$ cat src/rtl/ksa_sum_stage_pkg.sv
// Shared types and constants for the Kogge-Stone sum stage (package ksa_pkg).
// Flag bit positions match the {N,Z,C,V} ordering of flags_out.
package ksa_pkg;

    localparam int unsigned KSA_W  = 32;

    localparam int unsigned FLAG_N = 3;
    localparam int unsigned FLAG_Z = 2;
    localparam int unsigned FLAG_C = 1;
    localparam int unsigned FLAG_V = 0;

    typedef logic [3:0] ksa_flags_t;

    typedef enum logic [1:0] {
        EMPTY = 2'd0,
        ONE   = 2'd1,
        TWO   = 2'd2
    } skid_state_e;

endpackage

$ cat src/rtl/ksa_sum_stage_if.sv
// Valid/ready bus of the sum stage: prefix-tree side (in_*) and result side (out_*).
// slave = the stage itself, master = the environment driving it.
interface ksa_sum_stage_if
    import ksa_pkg::*;
#(
    parameter int unsigned W     = KSA_W,
    parameter int unsigned TAG_W = 4
);
    logic             in_valid;
    logic             in_ready;
    logic [W-1:0]     p_in;
    logic [W-1:0]     gc_in;
    logic             cin;
    logic             sub;
    logic [TAG_W-1:0] tag_in;

    logic             out_valid;
    logic             out_ready;
    logic [W-1:0]     sum_out;
    ksa_flags_t       flags_out;
    logic [TAG_W-1:0] tag_out;

    modport slave (
        input  in_valid, p_in, gc_in, cin, sub, tag_in, out_ready,
        output in_ready, out_valid, sum_out, flags_out, tag_out
    );

    modport master (
        output in_valid, p_in, gc_in, cin, sub, tag_in, out_ready,
        input  in_ready, out_valid, sum_out, flags_out, tag_out
    );
endinterface

$ cat src/rtl/ksa_skid_buf.sv
// Generic 2-entry valid/ready skid buffer; in_ready and out_valid come straight
// from registers so no combinational path runs from i_out_ready to o_in_ready.
module ksa_skid_buf
    import ksa_pkg::*;
#(
    parameter int unsigned DW = 40
) (
    input  logic          clk,
    input  logic          rst_n,
    input  logic          i_in_valid,
    output logic          o_in_ready,
    input  logic [DW-1:0] i_data,
    output logic          o_out_valid,
    input  logic          i_out_ready,
    output logic [DW-1:0] o_data
);
    skid_state_e   r_state;
    logic          r_in_ready;
    logic          r_out_valid;
    logic [DW-1:0] r_out;
    logic [DW-1:0] r_skid;

    logic w_in_xfer;
    logic w_out_xfer;

    assign w_in_xfer  = i_in_valid & r_in_ready;
    assign w_out_xfer = r_out_valid & i_out_ready;

    always_ff @(posedge clk or negedge rst_n) begin
        if (!rst_n) begin
            r_state     <= EMPTY;
            r_in_ready  <= 1'b1;
            r_out_valid <= 1'b0;
            r_out       <= '0;
            r_skid      <= '0;
        end else begin
            case (r_state)
                EMPTY: begin
                    if (w_in_xfer) begin
                        r_out       <= i_data;
                        r_out_valid <= 1'b1;
                        r_state     <= ONE;
                    end
                end
                ONE: begin
                    // Simultaneous in/out: new entry goes straight to the output register.
                    if (w_in_xfer && w_out_xfer) begin
                        r_out <= i_data;
                    end else if (w_in_xfer) begin
                        r_skid     <= i_data;
                        r_in_ready <= 1'b0;
                        r_state    <= TWO;
                    end else if (w_out_xfer) begin
                        r_out_valid <= 1'b0;
                        r_state     <= EMPTY;
                    end
                end
                TWO: begin
                    if (w_out_xfer) begin
                        r_out      <= r_skid;
                        r_in_ready <= 1'b1;
                        r_state    <= ONE;
                    end
                end
                default: begin
                    r_state     <= EMPTY;
                    r_in_ready  <= 1'b1;
                    r_out_valid <= 1'b0;
                end
            endcase
        end
    end

    assign o_in_ready  = r_in_ready;
    assign o_out_valid = r_out_valid;
    assign o_data      = r_out;
endmodule

$ cat src/rtl/ksa_sum_stage.sv
// Kogge-Stone post-processing: sum and {N,Z,C,V} from propagate/group-carry, then a skid buffer.
// Optional sticky overflow flag (ovf_clr/ovf_sticky) when KSA_SUM_OVF_STICKY_EN is defined.
module ksa_sum_stage
    import ksa_pkg::*;
#(
    parameter int unsigned W     = KSA_W,
    parameter int unsigned TAG_W = 4
) (
    input  logic                 clk,
    input  logic                 rst_n,
`ifdef KSA_SUM_OVF_STICKY_EN
    input  logic                 ovf_clr,
    output logic                 ovf_sticky,
`endif
    ksa_sum_stage_if.slave       bus
);
    localparam int unsigned PW = W + 4 + TAG_W;

    logic [W-1:0]  w_carry;
    logic [W-1:0]  w_sum;
    logic          w_cout;
    ksa_flags_t    w_flags;
    logic [PW-1:0] w_in_data;
    logic [PW-1:0] w_out_data;

    // Carry into bit i is the group carry out of bit i-1; bit 0 takes cin.
    assign w_carry = {bus.gc_in[W-2:0], bus.cin};
    assign w_sum   = bus.p_in ^ w_carry;
    assign w_cout  = bus.gc_in[W-1];

    always_comb begin
        w_flags         = '0;
        w_flags[FLAG_N] = w_sum[W-1];
        w_flags[FLAG_Z] = (w_sum == '0);
        w_flags[FLAG_C] = bus.sub ? ~w_cout : w_cout;
        w_flags[FLAG_V] = bus.gc_in[W-1] ^ bus.gc_in[W-2];
    end

    assign w_in_data = {w_sum, w_flags, bus.tag_in};

    ksa_skid_buf #(
        .DW (PW)
    ) u_skid (
        .clk         (clk),
        .rst_n       (rst_n),
        .i_in_valid  (bus.in_valid),
        .o_in_ready  (bus.in_ready),
        .i_data      (w_in_data),
        .o_out_valid (bus.out_valid),
        .i_out_ready (bus.out_ready),
        .o_data      (w_out_data)
    );

    assign {bus.sum_out, bus.flags_out, bus.tag_out} = w_out_data;

`ifdef KSA_SUM_OVF_STICKY_EN
    logic r_ovf_sticky;
    logic w_ovf_set;

    assign w_ovf_set = bus.out_valid & bus.out_ready & bus.flags_out[FLAG_V];

    always_ff @(posedge clk or negedge rst_n) begin
        if (!rst_n) begin
            r_ovf_sticky <= 1'b0;
        end else if (w_ovf_set) begin
            r_ovf_sticky <= 1'b1;
        end else if (ovf_clr) begin
            r_ovf_sticky <= 1'b0;
        end
    end

    assign ovf_sticky = r_ovf_sticky;
`endif
endmodule

$ cat src/flat_wrapper.sv
// flat-port wrapper written by rule: the top's interface ports become plain ports
module ksa_sum_stage_flat import ksa_pkg::*;
#(
    parameter int unsigned W     = KSA_W,
    parameter int unsigned TAG_W = 4
)
  (clk, rst_n, bus_in_valid, bus_p_in, bus_gc_in, bus_cin, bus_sub, bus_tag_in, bus_out_ready, bus_in_ready, bus_out_valid, bus_sum_out, bus_flags_out, bus_tag_out);
  ksa_sum_stage_if #(.W(W), .TAG_W(TAG_W)) bus_i ();
  input  logic clk;
  input  logic rst_n;
  input wire logic [$bits(bus_i.in_valid)-1:0] bus_in_valid;
  input wire logic [$bits(bus_i.p_in)-1:0] bus_p_in;
  input wire logic [$bits(bus_i.gc_in)-1:0] bus_gc_in;
  input wire logic [$bits(bus_i.cin)-1:0] bus_cin;
  input wire logic [$bits(bus_i.sub)-1:0] bus_sub;
  input wire logic [$bits(bus_i.tag_in)-1:0] bus_tag_in;
  input wire logic [$bits(bus_i.out_ready)-1:0] bus_out_ready;
  output wire logic [$bits(bus_i.in_ready)-1:0] bus_in_ready;
  output wire logic [$bits(bus_i.out_valid)-1:0] bus_out_valid;
  output wire logic [$bits(bus_i.sum_out)-1:0] bus_sum_out;
  output wire logic [$bits(bus_i.flags_out)-1:0] bus_flags_out;
  output wire logic [$bits(bus_i.tag_out)-1:0] bus_tag_out;
  assign bus_i.in_valid = bus_in_valid;
  assign bus_i.p_in = bus_p_in;
  assign bus_i.gc_in = bus_gc_in;
  assign bus_i.cin = bus_cin;
  assign bus_i.sub = bus_sub;
  assign bus_i.tag_in = bus_tag_in;
  assign bus_i.out_ready = bus_out_ready;
  assign bus_in_ready = bus_i.in_ready;
  assign bus_out_valid = bus_i.out_valid;
  assign bus_sum_out = bus_i.sum_out;
  assign bus_flags_out = bus_i.flags_out;
  assign bus_tag_out = bus_i.tag_out;
  ksa_sum_stage #(.W(W), .TAG_W(TAG_W)) u_core (.clk(clk), .rst_n(rst_n), .bus(bus_i));
endmodule
$ cat config.mk
export PLATFORM = sky130hd
export DESIGN_NAME = ksa_sum_stage_flat
export DESIGN_NICKNAME = d
export VERILOG_FILES = /design/src/rtl/ksa_sum_stage_pkg.sv /design/src/rtl/ksa_sum_stage_if.sv /design/src/rtl/ksa_skid_buf.sv /design/src/rtl/ksa_sum_stage.sv /design/src/flat_wrapper.sv
export SDC_FILE = /design/constraint.sdc
export NUM_CORES = 1
export LEC_CHECK = 0
export CAP_MARGIN = 20
export CORE_ASPECT_RATIO = 1.75
export CORE_MARGIN = 2
export CORE_UTILIZATION = 40
export CTS_BUF_LIST = sky130_fd_sc_hd__clkbuf_8
export CTS_CLUSTER_DIAMETER = 50
export DETAILED_ROUTE_END_ITERATION = 8
export GPL_TIMING_DRIVEN = 0
export HOLD_SLACK_MARGIN = 0.08
export PLACE_DENSITY = 0.71
export SETUP_SLACK_MARGIN = 0.1
export SLEW_MARGIN = 20
export SYNTH_ARGS = -nofsm -noshare
export SYNTH_HDL_FRONTEND = slang
export SYNTH_SLANG_ARGS = --single-unit
$ cat constraint.sdc
create_clock -name clk -period 1.8 [get_ports clk]
set_input_delay 0.45 -clock clk [delete_from_list [all_inputs] [get_ports clk]]
set_output_delay 0.45 -clock clk [all_outputs]
set_load 0.05 [all_outputs]
# After elaboration in Yosys (flattened, before gate mapping)
# Cells that the tools add are included.
[word_totals]
reg_bits = 84
output_inout_bits = 42
word_cells = 52
[classes]
n_eq_ne = 10
mux = 20
n_bitwise = 8
reduce_logical = 9
[op_table]
columns = ["cell", "count"]
rows = [
  ["$mux W40", 3],
  ["$pmux W40 S3", 1],
  ["$logic_not A32 Y1", 1],
  ["$xor A32 B32 Y32", 1],
  ["$ne A2 B2 Y1 const B", 7],
  ["$reduce_and A4 Y1", 3],
  ["$mux W2", 5],
  ["$mux W1", 8],
  ["$pmux W1 S3", 2],
  ["$pmux W2 S3", 1],
  ["$reduce_and A5 Y1", 1],
  ["$not A1 Y1", 4],
  ["$ne A3 B3 Y1 const B", 1],
  ["$reduce_and A3 Y1", 1],
  ["$reduce_bool A3 Y1", 1],
  ["$and A1 B1 Y1", 2],
  ["$eq A2 B1 Y1 const B", 1],
  ["$eq A2 B2 Y1 const B", 1],
  ["$logic_not A2 Y1", 1],
  ["$logic_and A1 B1 Y1", 1],
  ["$xor A1 B1 Y1", 1],
]

# Depth between registers and ports, before layout
# Gate-level depths: netlist of the first run.
[depth]
ltp_word = 5
mapped_depth = 7
depth_no_buf = 4

# Hierarchy
# Synthesis of the first run repeated with hierarchy kept, for this count alone.
[hier_totals]
cells_unflattened = 280
area_unflattened_um2 = 4027.6
[modules_own_cells]
columns = ["mod", "instances", "cells_per_inst", "area_per_inst_um2", "seq_area_each_um2"]
rows = [
  ["ksa_skid_buf", 1, 235, 3644.7, 2103.3],
  ["ksa_sum_stage", 1, 45, 382.9, 0.0],
]

# Least setup slack after synthesis of the first run
# OpenSTA, ideal clock, no wires.
[synth_timing]
path_kind = "reg2reg"
from = "reg u_core.u_skid.r_in_ready (netlist: u_core.u_skid.o_in_ready)"
to = "reg u_core.u_skid.r_out[6] (netlist: u_core.u_skid.o_data[6])"
arrival_time_ps = 1844
required_time_ps = 1696
slack_ps = -148
path_stages_with_launch = 7
n_path_buf = 2
period_less_slack_ps = 1948
cell_sequence = "dfstp_2 > and3b_2 > nand2_2 > and2_4 > buf_6 > buf_8 > o41ai_4"
[synth_between]
elab_chain_cells = 4
[synth_lines]
columns = ["element", "line_no", "text"]
rows = [
  ["from (decl)", "ksa_skid_buf.sv:18", "logic r_in_ready;"],
  ["from (signal assigned)", "ksa_skid_buf.sv:32", "r_in_ready <= 1'b1;"],
  ["from (signal assigned)", "ksa_skid_buf.sv:51", "r_in_ready <= 1'b0;"],
  ["from (signal assigned)", "ksa_skid_buf.sv:61", "r_in_ready <= 1'b1;"],
  ["$and A1 B1 Y1 (*)", "ksa_skid_buf.sv:26", "assign w_in_xfer = i_in_valid & r_in_ready;"],
  ["$logic_and A1 B1 Y1", "ksa_skid_buf.sv:47", "if (w_in_xfer && w_out_xfer) begin"],
  ["$ne A2 B2 Y1 (no source line)", "n/a", ""],
  ["$reduce_and A4 Y1 (no source line) (*)", "n/a", ""],
  ["to (signal assigned)", "ksa_skid_buf.sv:40", "r_out <= i_data;"],
  ["to (signal assigned)", "ksa_skid_buf.sv:48", "r_out <= i_data;"],
  ["to (signal assigned)", "ksa_skid_buf.sv:60", "r_out <= r_skid;"],
  ["to (decl)", "ksa_skid_buf.sv:20", "logic [DW-1:0] r_out;"],
]
# Mark *: on every way between the ends. The rest lies on a longest branch, timed or not.
# A chain may end at the register's enable or synchronous reset.

# Final worst setup path of the first run
[layout_timing]
from = "reg u_core.u_skid.r_in_ready (netlist: u_core.u_skid.o_in_ready)"
to = "reg u_core.u_skid.r_out[13] (netlist: u_core.u_skid.o_data[13])"
# Same word-level chain as after synthesis.

==> impl_metrics.json, run 1 <==
{
  "synth_edf_count": 0,
  "grt_pass1_wl_um": 17760,
  "cts_tree": "built",
  "drv_slew": 0,
  "slowest_delay_ns": 0.54,
  "ir_worst_vdd_v": 0.0006286,
  "ioPinCount": 116,
  "grt_start_max_net_pins": 51,
  "timing.final.crit_share_pct": 102.7,
  "worstPathRequired_ns": 2.05,
  "clockRootBuffer": "clkbuf_8",
  "hp-class": "primary input to flop",
  "die_w_um": 78.22,
  "num_rows": 47,
  "critPathTopFamily": "flip-flops",
  "grt_pass1_vias": 3647,
  "p_int_mw": 2.767,
  "drc": 0,
  "switching_share_pct": 23.50,
  "crit_top_cell": "buf_8",
  "finalClockSkew_ns": 0.009775,
  "multiInputGateArea_um2": 2110,
  "firstDrtPassIters": 5,
  "finalSetupViolations": 18,
  "clock_sinks": 82,
  "synthTopCellsByArea": "dfrtp_1, mux2_2, xnor2_1",
  "cp_num_buf_inv": 3,
  "yosysTopAreaCell": "dfrtp_1",
  "ys_types": 33,
  "r2r_slack_ns": -0.05,
  "fmax_mhz": 540.8,
  "worst-path-stages": 7,
  "initial_core_util_pct": 40.98,
  "synthArstFlopShare_pct": 100.0,
  "status": "complete, but fails checks",
  "whs_ns": 0.4372,
  "leakage_nw": 3.130,
  "syn_avg_cell_area_um2": 10.62,
  "critPathKind": "flop to flop",
  "whs_path_depth": 3,
  "register_area_um2": 2056,
  "vias": 3409,
  "drt_wl_total_um": 10880,
  "core_um2": 9409,
  "cts-root-to-sink-buffers": 2,
  "ys.flop_type": "dfrtp_1",
  "syn_area_um2": 3856,
  "cpMaxStageDelayCell": "dfstp_2",
  "stdcell_area_um2": 6128,
  "wl_per_cell_um": 16.39,
  "path_cells": "and3b_2, nand2_4, and2_4, buf_8, buf_12, buf_8, mux2_4",
  "die_h_um": 133.9,
  "slew_headroom_pct": 67.41,
  "drtIter0Drc": 192,
  "dieArea_um2": 10470,
  "track_usage_pct": 21.79,
  "synth_nets": 437,
  "worst-path-max-fanout": 5,
  "antenna_found_initial": 0,
  "place_area_um2": 5206,
  "fillers": 761,
  "worst-r2r-cell-count": 7,
  "postSynthCellCount": 363,
  "dp_hpwl_um": 7177,
  "gp_congestion": 0.8006,
  "antenna_left": 0,
  "setup_tns_ns": -0.5263,
  "violations": "negative setup slack",
  "drive_gt1_share_pct": 41.88,
  "clk_pin_slew_ns": 0.08,
  "crit_arrival_ns": 2.10,
  "worstMarginPinSlew_ns": 0.4888,
  "layout.nets": 612,
  "synth.top_cell.area_share_pct": 52.56,
  "p_seq_share_pct": 50.9,
  "power.switching_uw": 849.8,
  "power_mw": 3.617,
  "pwr-share-clk_pct": 36.0,
  "final_cells": 664,
  "ys_warn_count": 0,
  "cts_buffers": 9,
  "clk_latency_ns": 0.36,
  "setup_ws_ns": -0.04903,
  "viasPerCell": 5.134,
  "portBuffers": 115,
  "powerDensity_nw_per_um2": 590.1,
  "htreeDepth": 3,
  "critPathLaunchType": "flop",
  "hold_violations": 0,
  "ys_ff_latch": 82,
  "diodes": 0,
  "seq_area_frac_synth_pct": 53.24,
  "grt_overflow": 0,
  "min_period_ns": 1.849,
  "combPwrFrac_pct": 13.1,
  "end_kind": "flop",
  "rsz0062_at_grt": "yes",
  "syn2layout_area_growth_pct": 58.92,
  "dp.cells": 601,
  "maxCapViolCount": 0
}
-- power groups by stage --
stage                     combinational, mW  sequential [mW]  clock [mW]
after global placement                0.336             1.88           0
after floorplan                      0.0972             1.88           0
after CTS                             0.438             1.84        1.31
final                                 0.474             1.84        1.30
after detailed placement              0.347             1.88           0
after global routing                  0.511             1.84        1.39
-- kinds of logic (layout without fill, tap and decap cells) --
group                     count (synthesis)  after routing  synth area share, %
xor gates and xnor gates                 34             34                7.722
buffers and inverters                    23            202                3.147
and+or+nand+nor                         100            100                11.52
muxes                                    42             42                12.62
AOI/OAI and AO/OA                        82             82                11.75
DFF                                      82             82                53.24
-- placed cells by master (no fill, tap or decap), types with 6 or more instances in the layout --
cell	Yosys	final
dfrtp_1	81	79
buf_4	3	43
clkbuf_2	0	40
dlygate4sd2_1	0	39
nand2_1	39	38
a21oi_1	37	37
nor2_1	36	36
mux2_4	5	34
xnor2_2	0	32
o21ai_0	40	24
clkdlybuf4s15_1	0	19
clkdlybuf4s15_2	0	12
o21ai_2	0	10
clkbuf_8	0	10
buf_6	1	9
nand4_1	8	8
buf_8	1	6
o21ai_1	0	6
nand3_1	7	6
clkdlybuf4s50_1	0	6
-- per-stage QoR --
stage                     util, %  setup WS, ns
after global routing        65.13      -0.08588
after global placement      55.07        -2.870
after CTS                   65.25      -0.08151
after detailed placement    55.33       -0.6598
after floorplan                 -       -0.1356
final                       65.13      -0.04903
-- cell usage after synthesis, types with 2 or more instances --
cell type and count:
a21oi_1 37, buf_1 6, buf_2 4, buf_4 3, clkbuf_1 7, dfrtp_1 81
mux2_2 33, mux2_4 5, mux2i_1 4, nand2_1 39, nand3_1 7, nand4_1 8
nor2_1 36, o21ai_0 40, or4_1 2, xnor2_1 34
-- flip-flops by register name, indices dropped and copies added, names as in the netlist --
| signal | cells |
|---|---|
| u_core.u_skid.o_data | 39 |
| u_core.u_skid.o_in_ready | 1 |
| u_core.u_skid.o_out_valid | 1 |
| u_core.u_skid.r_skid | 39 |
| u_core.u_skid.r_state | 2 |
-- final cells by class --
type / instances / share of cell area, %
Tap cell: 122 / 2.491
Buffer: 22 / 3.491
Clock buffer: 10 / 2.246
Sequential cell: 82 / 33.54
Clock inverter: 5 / 0.7962
Inverter: 1 / 0.06125
Timing Repair Buffer: 164 / 22.95
Multi-Input combinational cell: 258 / 34.42
-- per-layer routing --
layer | vias up | wire (um) | track usage (%)
met5 | - | 0 | 0
li1 | 1596 | - | -
met2 | 108 | 5973 | 38.75
met3 | 28 | 496 | 4.778
met4 | 0 | 426 | 11.50
met1 | 1677 | 3984 | 23.92
-- worst reg2reg max path: cells and delay by family, from the launching register on --
family	cells	cell delay [ns]
flip-flops	1	0.54
AND/OR/NAND/NOR	3	0.51
buffers and inverters	3	0.40
multiplexers	1	0.30
-- path summary, 6_finish.rpt --
kind / start / endpoint
setup / recovery: u_core.u_skid.o_in_ready / u_core.u_skid.o_data[13]
hold / removal: bus_p_in[26] / u_core.u_skid.r_skid[34]
setup reg to reg: u_core.u_skid.o_in_ready / u_core.u_skid.o_data[13]
hold reg to reg: u_core.u_skid.r_skid[5] / u_core.u_skid.r_skid[5]
max in group asynchronous: rst_n / u_core.u_skid.o_data[29]
min in group asynchronous: rst_n / u_core.u_skid.o_data[11]
-- what timing repair did --
item	4_1_cts	5_1_grt
buffers inserted	35	11
pin swaps	49	30
hold buffers	1	0
hold endpoints to repair	31	0
endpoints found under the setup margin	97	105
gates resized for setup	252	125
cloned	3	0
(Power assumes the default switching activity.)
==> run 2, diff against run 1 <==
PLACE_DENSITY = 0.69   (was 0.71)
clock period = 2.3 ns   (was 1.8 ns; I/O delays follow)
==> run 2 against run 1 <==
Against the previous run: the run now ends clean; register-to-register slack gained 0.44 ns; via count is 8.7% lower; wire length is 14% lower; final area is 12% lower; global-route usage shrank 3.3 points; sequential power shrank 22%; non-clock buffer count shrank 48; power fell by 26%; final cell count decreased by 7.1%; critical endpoint is now bus_sum_out[1]; largest cell class is now sequential cells.
==> impl_metrics.json, run 2 (synthesized netlist as in run 1, its figures left out) <==
{
  "status": "complete, no violations",
  "dp.cells": 601,
  "power_mw": 2.682,
  "worstMarginPinSlew_ns": 0.5557,
  "final_cell_mix": "clkdlybuf4s50_1, dfrtp_1, o21ai_0",
  "r2r_slack_ns": 0.39,
  "powerDensity_nw_per_um2": 497.3,
  "critPathLaunchType": "flop",
  "worst-path-max-fanout": 2,
  "postCtsHoldBufs": 0,
  "vias": 3113,
  "clk_pin_slew_ns": 0.08,
  "layout.nets": 564,
  "p_seq_share_pct": 53.7,
  "path_cells": "clkdlybuf4s50_1",
  "rsz0062_at_grt": "no",
  "power.switching_uw": 614.5,
  "cpMaxStageDelayCell": "clkdlybuf4s50_1",
  "ir_worst_vdd_v": 0.0003843,
  "worst-r2r-cell-count": 6,
  "crit_arrival_ns": 1.55,
  "clk_latency_ns": 0.36,
  "syn2layout_area_growth_pct": 39.88,
  "dp_hpwl_um": 7202,
  "leakage_nw": 2.439,
  "die_h_um": 133.9,
  "maxCapViolCount": 0,
  "r2r-start": "u_core.u_skid.r_state[1]",
  "cp_num_buf_inv": 1,
  "clock_sinks": 82,
  "cts-root-to-sink-buffers": 2,
  "wl_per_cell_um": 15.18,
  "cts_tree": "built",
  "whs_ns": 0.1756,
  "gp_congestion": 0.7622,
  "pwr-share-clk_pct": 36.2,
  "cts_resized": 2,
  "worstPathRequired_ns": 1.73,
  "setup_ws_ns": 0.1732,
  "worst-path-stages": 1,
  "num_rows": 47,
  "initial_core_util_pct": 40.98,
  "timing.final.crit_share_pct": 92.47,
  "diodes": 0,
  "clockRootBuffer": "clkbuf_8",
  "antenna_found_initial": 0,
  "dieArea_um2": 10470,
  "grt_pass1_wl_um": 15280,
  "combPwrFrac_pct": 10.2,
  "fmax_mhz": 470.2,
  "core_um2": 9409,
  "portBuffers": 115,
  "end_kind": "output pin",
  "switching_share_pct": 22.91,
  "min_period_ns": 2.127,
  "antenna_left": 0,
  "place_area_um2": 5185,
  "track_usage_pct": 18.52,
  "layout_commonest_cell": "clkdlybuf4s50_1",
  "htreeDepth": 3,
  "finalClockSkew_ns": 0.01175,
  "ioPinCount": 116,
  "drv_slew": 0,
  "slowest_delay_ns": 0.85,
  "postCtsSetupBuffers": 0,
  "final_cells": 617,
  "grt_start_max_net_pins": 48,
  "cts_buffers": 9,
  "drive_gt1_share_pct": 14.75,
  "stdcell_area_um2": 5394,
  "critPathLaunch": "u_core.u_skid.o_data[9]",
  "place_ws_ns": -0.2107,
  "finalSetupViolations": 0,
  "critPathKind": "flop to output pin",
  "grt_pass1_vias": 3158,
  "critPathTopFamily": "buffers and inverters",
  "viasPerCell": 5.045,
  "grt_overflow": 0,
  "drt_wl_total_um": 9363,
  "timing.rr.end": "u_core.u_skid.o_data[31]",
  "firstDrtPassIters": 4,
  "p_int_mw": 2.068,
  "drtIter0Drc": 143,
  "hp-class": "primary input to asynchronous set/reset pin",
  "die_w_um": 78.22,
  "slew_headroom_pct": 62.84,
  "hold_violations": 0,
  "drc": 0
}
## run 2: per-stage QoR
step / utilization [%] / setup TNS [ns]
5_1_grt: 57.33 / 0
6_report: 57.33 / 0
4_1_cts: 57.02 / 0
3_5_place_dp: 55.11 / -7.666
3_3_place_gp: 54.84 / -187.03
2_1_floorplan: - / 0
## run 2: worst max path at each step
stage	slack, ns	endpoint
2_1_floorplan	0.35	u_core.u_skid.o_data[6]
3_3_place_gp	-2.22	u_core.u_skid.o_data[32]
3_5_place_dp	-0.21	u_core.u_skid.o_data[32]
4_1_cts	0.11	bus_out_valid
5_1_grt	0.11	u_core.u_skid.o_data[34]
6_report	0.17	bus_sum_out[1]
## run 2: power by group through the flow
| stage | logic [mW] | clock network [mW] | registers, mW |
|---|---|---|---|
| 2_1_floorplan | 0.0761 | 0 | 1.47 |
| 3_3_place_gp | 0.263 | 0 | 1.47 |
| 3_5_place_dp | 0.271 | 0 | 1.47 |
| 4_1_cts | 0.272 | 0.984 | 1.44 |
| 5_1_grt | 0.297 | 1.05 | 1.44 |
| 6_report | 0.272 | 0.970 | 1.44 |
## run 2: routing by layer
layer  global-route usage [%]  routed length, um  part of all wire [%]  vias up
met3                    3.970                421                   4.5       11
met4                    5.556                156                   1.7        0
met2                    34.20               5149                    55       85
met5                        0                  0                     0        -
met1                    21.12               3636                    39     1522
li1                         -                  -                     -     1495
## run 2: layout make-up
cell class	count	area, um2
fillers	863	4015
flip-flops and latches	82	2053
multi-input cells	258	1704
repair buffers	116	1179
clock buffers	12	165.2
well taps	122	152.6
plain buffers	22	118.9
clock inverters	4	17.52
inverters	1	3.754
==> run 3, diff against run 2 <==
clock period = 2 ns   (was 2.3 ns; I/O delays follow)
==> run 3 against run 2 <==
Against the previous run: non-clock buffer count increased by 24; count of clock-buffer cells in the layout is 1 lower; wire length increased by 4.5%; die area is the same; setup slack got worse by 0.014 ns; global-route usage grew 1.0 points; final cell count grew 3.4%; register-to-register slack worse by 0.20 ns; sequential power rose by 15%; flip-flop and latch count unchanged; first-iteration DRC count increased by 55%; largest power group unchanged.
==> impl_metrics.json, run 3 (synthesized netlist as in run 1, its figures left out) <==
{
  "gp_congestion": 0.8390,
  "setup_ws_ns": 0.1591,
  "worstPathRequired_ns": 2.24,
  "drt_wl_total_um": 9787,
  "finalClockSkew_ns": 0.007403,
  "fillers": 803,
  "rsz0062_at_grt": "no",
  "whs_ns": 0.1374,
  "layout_commonest_cell": "dfrtp_1",
  "switching_share_pct": 22.90,
  "dp_hpwl_um": 7037,
  "pwr-share-clk_pct": 33.4,
  "p_int_mw": 2.381,
  "place_ws_ns": -0.5209,
  "worstMarginPinSlew_ns": 0.5656,
  "leakage_nw": 3.140,
  "drive_gt1_share_pct": 26.55,
  "cts-root-to-sink-buffers": 2,
  "track_usage_pct": 19.57,
  "grt_overflow": 0,
  "finalSetupViolations": 0,
  "hp-class": "primary input to asynchronous set/reset pin",
  "die_w_um": 78.22,
  "fmax_mhz": 543.2,
  "drv_slew": 0,
  "maxCapViolCount": 0,
  "syn2layout_area_growth_pct": 49.61,
  "slew_headroom_pct": 62.44,
  "drc": 0,
  "worst-path-max-fanout": 10,
  "diodes": 0,
  "firstDrtPassIters": 4,
  "timing.rr.end": "u_core.u_skid.o_data[6]",
  "core_um2": 9409,
  "cts_buffers": 9,
  "ioPinCount": 116,
  "grt_pass1_wl_um": 16180,
  "initial_core_util_pct": 40.98,
  "status": "complete, no violations",
  "critPathLaunchType": "primary input",
  "min_period_ns": 1.841,
  "power.switching_uw": 707.2,
  "clock_sinks": 82,
  "grt_pass1_vias": 3302,
  "portBuffers": 115,
  "hold_violations": 0,
  "postCtsHoldBufs": 0,
  "end_kind": "flop",
  "grt_start_max_net_pins": 43,
  "powerDensity_nw_per_um2": 535.3,
  "ir_worst_vdd_v": 0.0004285,
  "dieArea_um2": 10470,
  "crit_arrival_ns": 2.08,
  "clockRootBuffer": "clkbuf_8",
  "layout.nets": 588,
  "htreeDepth": 3,
  "r2r_slack_ns": 0.19,
  "antenna_found_initial": 0,
  "final_cell_mix": "dfrtp_1, dlygate4sd2_1, o21ai_0",
  "critPathKind": "primary input to flop",
  "drtIter0Drc": 221,
  "p_seq_share_pct": 53.6,
  "clk_latency_ns": 0.34,
  "combPwrFrac_pct": 12.9,
  "die_h_um": 133.9,
  "num_rows": 47,
  "cts_tree": "built",
  "timing.final.crit_share_pct": 92.04,
  "clk_pin_slew_ns": 0.07,
  "vias": 3198,
  "worst-r2r-cell-count": 6,
  "antenna_left": 0,
  "viasPerCell": 5.013,
  "r2r-start": "u_core.u_skid.o_in_ready",
  "wl_per_cell_um": 15.34
}
-- run 3: cell count changes in the layout (fill, tap and decap cells not counted), moves of 8 or more --
| cell | delta |
|---|---|
| clkdlybuf4s50_1 | -87 |
| dlygate4sd2_1 | +64 |
| xnor2_1 | -28 |
| xnor2_2 | +28 |
| buf_4 | +24 |
| dlymetal6s2s_1 | +21 |
| clkbuf_2 | +8 |
-- run 3: power by group through the flow --
stage	logic (mW)	registers (mW)	clock network, mW
2_1_floorplan	0.0875	1.69	0
3_3_place_gp	0.301	1.69	0
3_5_place_dp	0.310	1.69	0
4_1_cts	0.367	1.66	1.06
5_1_grt	0.431	1.66	1.13
6_report	0.400	1.66	1.03
-- run 3: final cells by class --
cell class / count / area, um2 / share of cell area, %
repair buffers: 140 / 1326 / 22.99
multi-input cells: 258 / 1932 / 33.49
well taps: 122 / 152.6 / 2.646
clock inverters: 2 / 7.507 / 0.1301
flip-flops and latches: 82 / 2053 / 35.59
clock buffers: 11 / 151.4 / 2.624
plain buffers: 22 / 142.6 / 2.472
inverters: 1 / 3.754 / 0.06506
-- run 3: layer usage --
layer	GRT usage, %	routed length [um]
met5	0	0
met4	8.090	219
met3	3.836	463
met2	33.72	5298
met1	23.81	3806
-- run 3: through the flow --
step                power, mW  std cells  TNS [ns]  util (%)  area, um2
floorplan               1.777        363         0         -       3856
global placement        1.991        600   -224.89     54.84       5160
detailed placement      1.999        601    -23.22     55.03       5177
CTS                     3.083        628         0     59.35       5584
global route            3.222        638         0     61.32       5769
finish                  3.089        638         0     61.32       5769
-- run 3: worst max-delay path by stage --
stage | from | to | depth (start not counted)
final | bus_out_ready | u_core.u_skid.o_data[6] | 7
after global routing | bus_out_ready | u_core.u_skid.o_data[6] | 7
after CTS | u_core.u_skid.o_in_ready | bus_in_ready | 1
after detailed placement | bus_gc_in[14] | u_core.u_skid.o_data[6] | 5
after global placement | rst_n | u_core.u_skid.o_data[32] | 1
after floorplan | u_core.u_skid.o_in_ready | u_core.u_skid.o_data[31] | 6
-- run 3: worst max-delay path, stage by stage --
cell and delay (ns):
clkdlybuf4s50_1 0.52, and3_4 0.21, o21bai_4 0.08, and2_4 0.18, buf_8 0.13, buf_12 0.14
o41ai_4 0.32
-- run 3: what timing repair did --
item / CTS / global route
pin swaps: 27 / 25
setup endpoints to repair: 98 / 59
buffers inserted: 14 / 10
resized for setup: 103 / 46
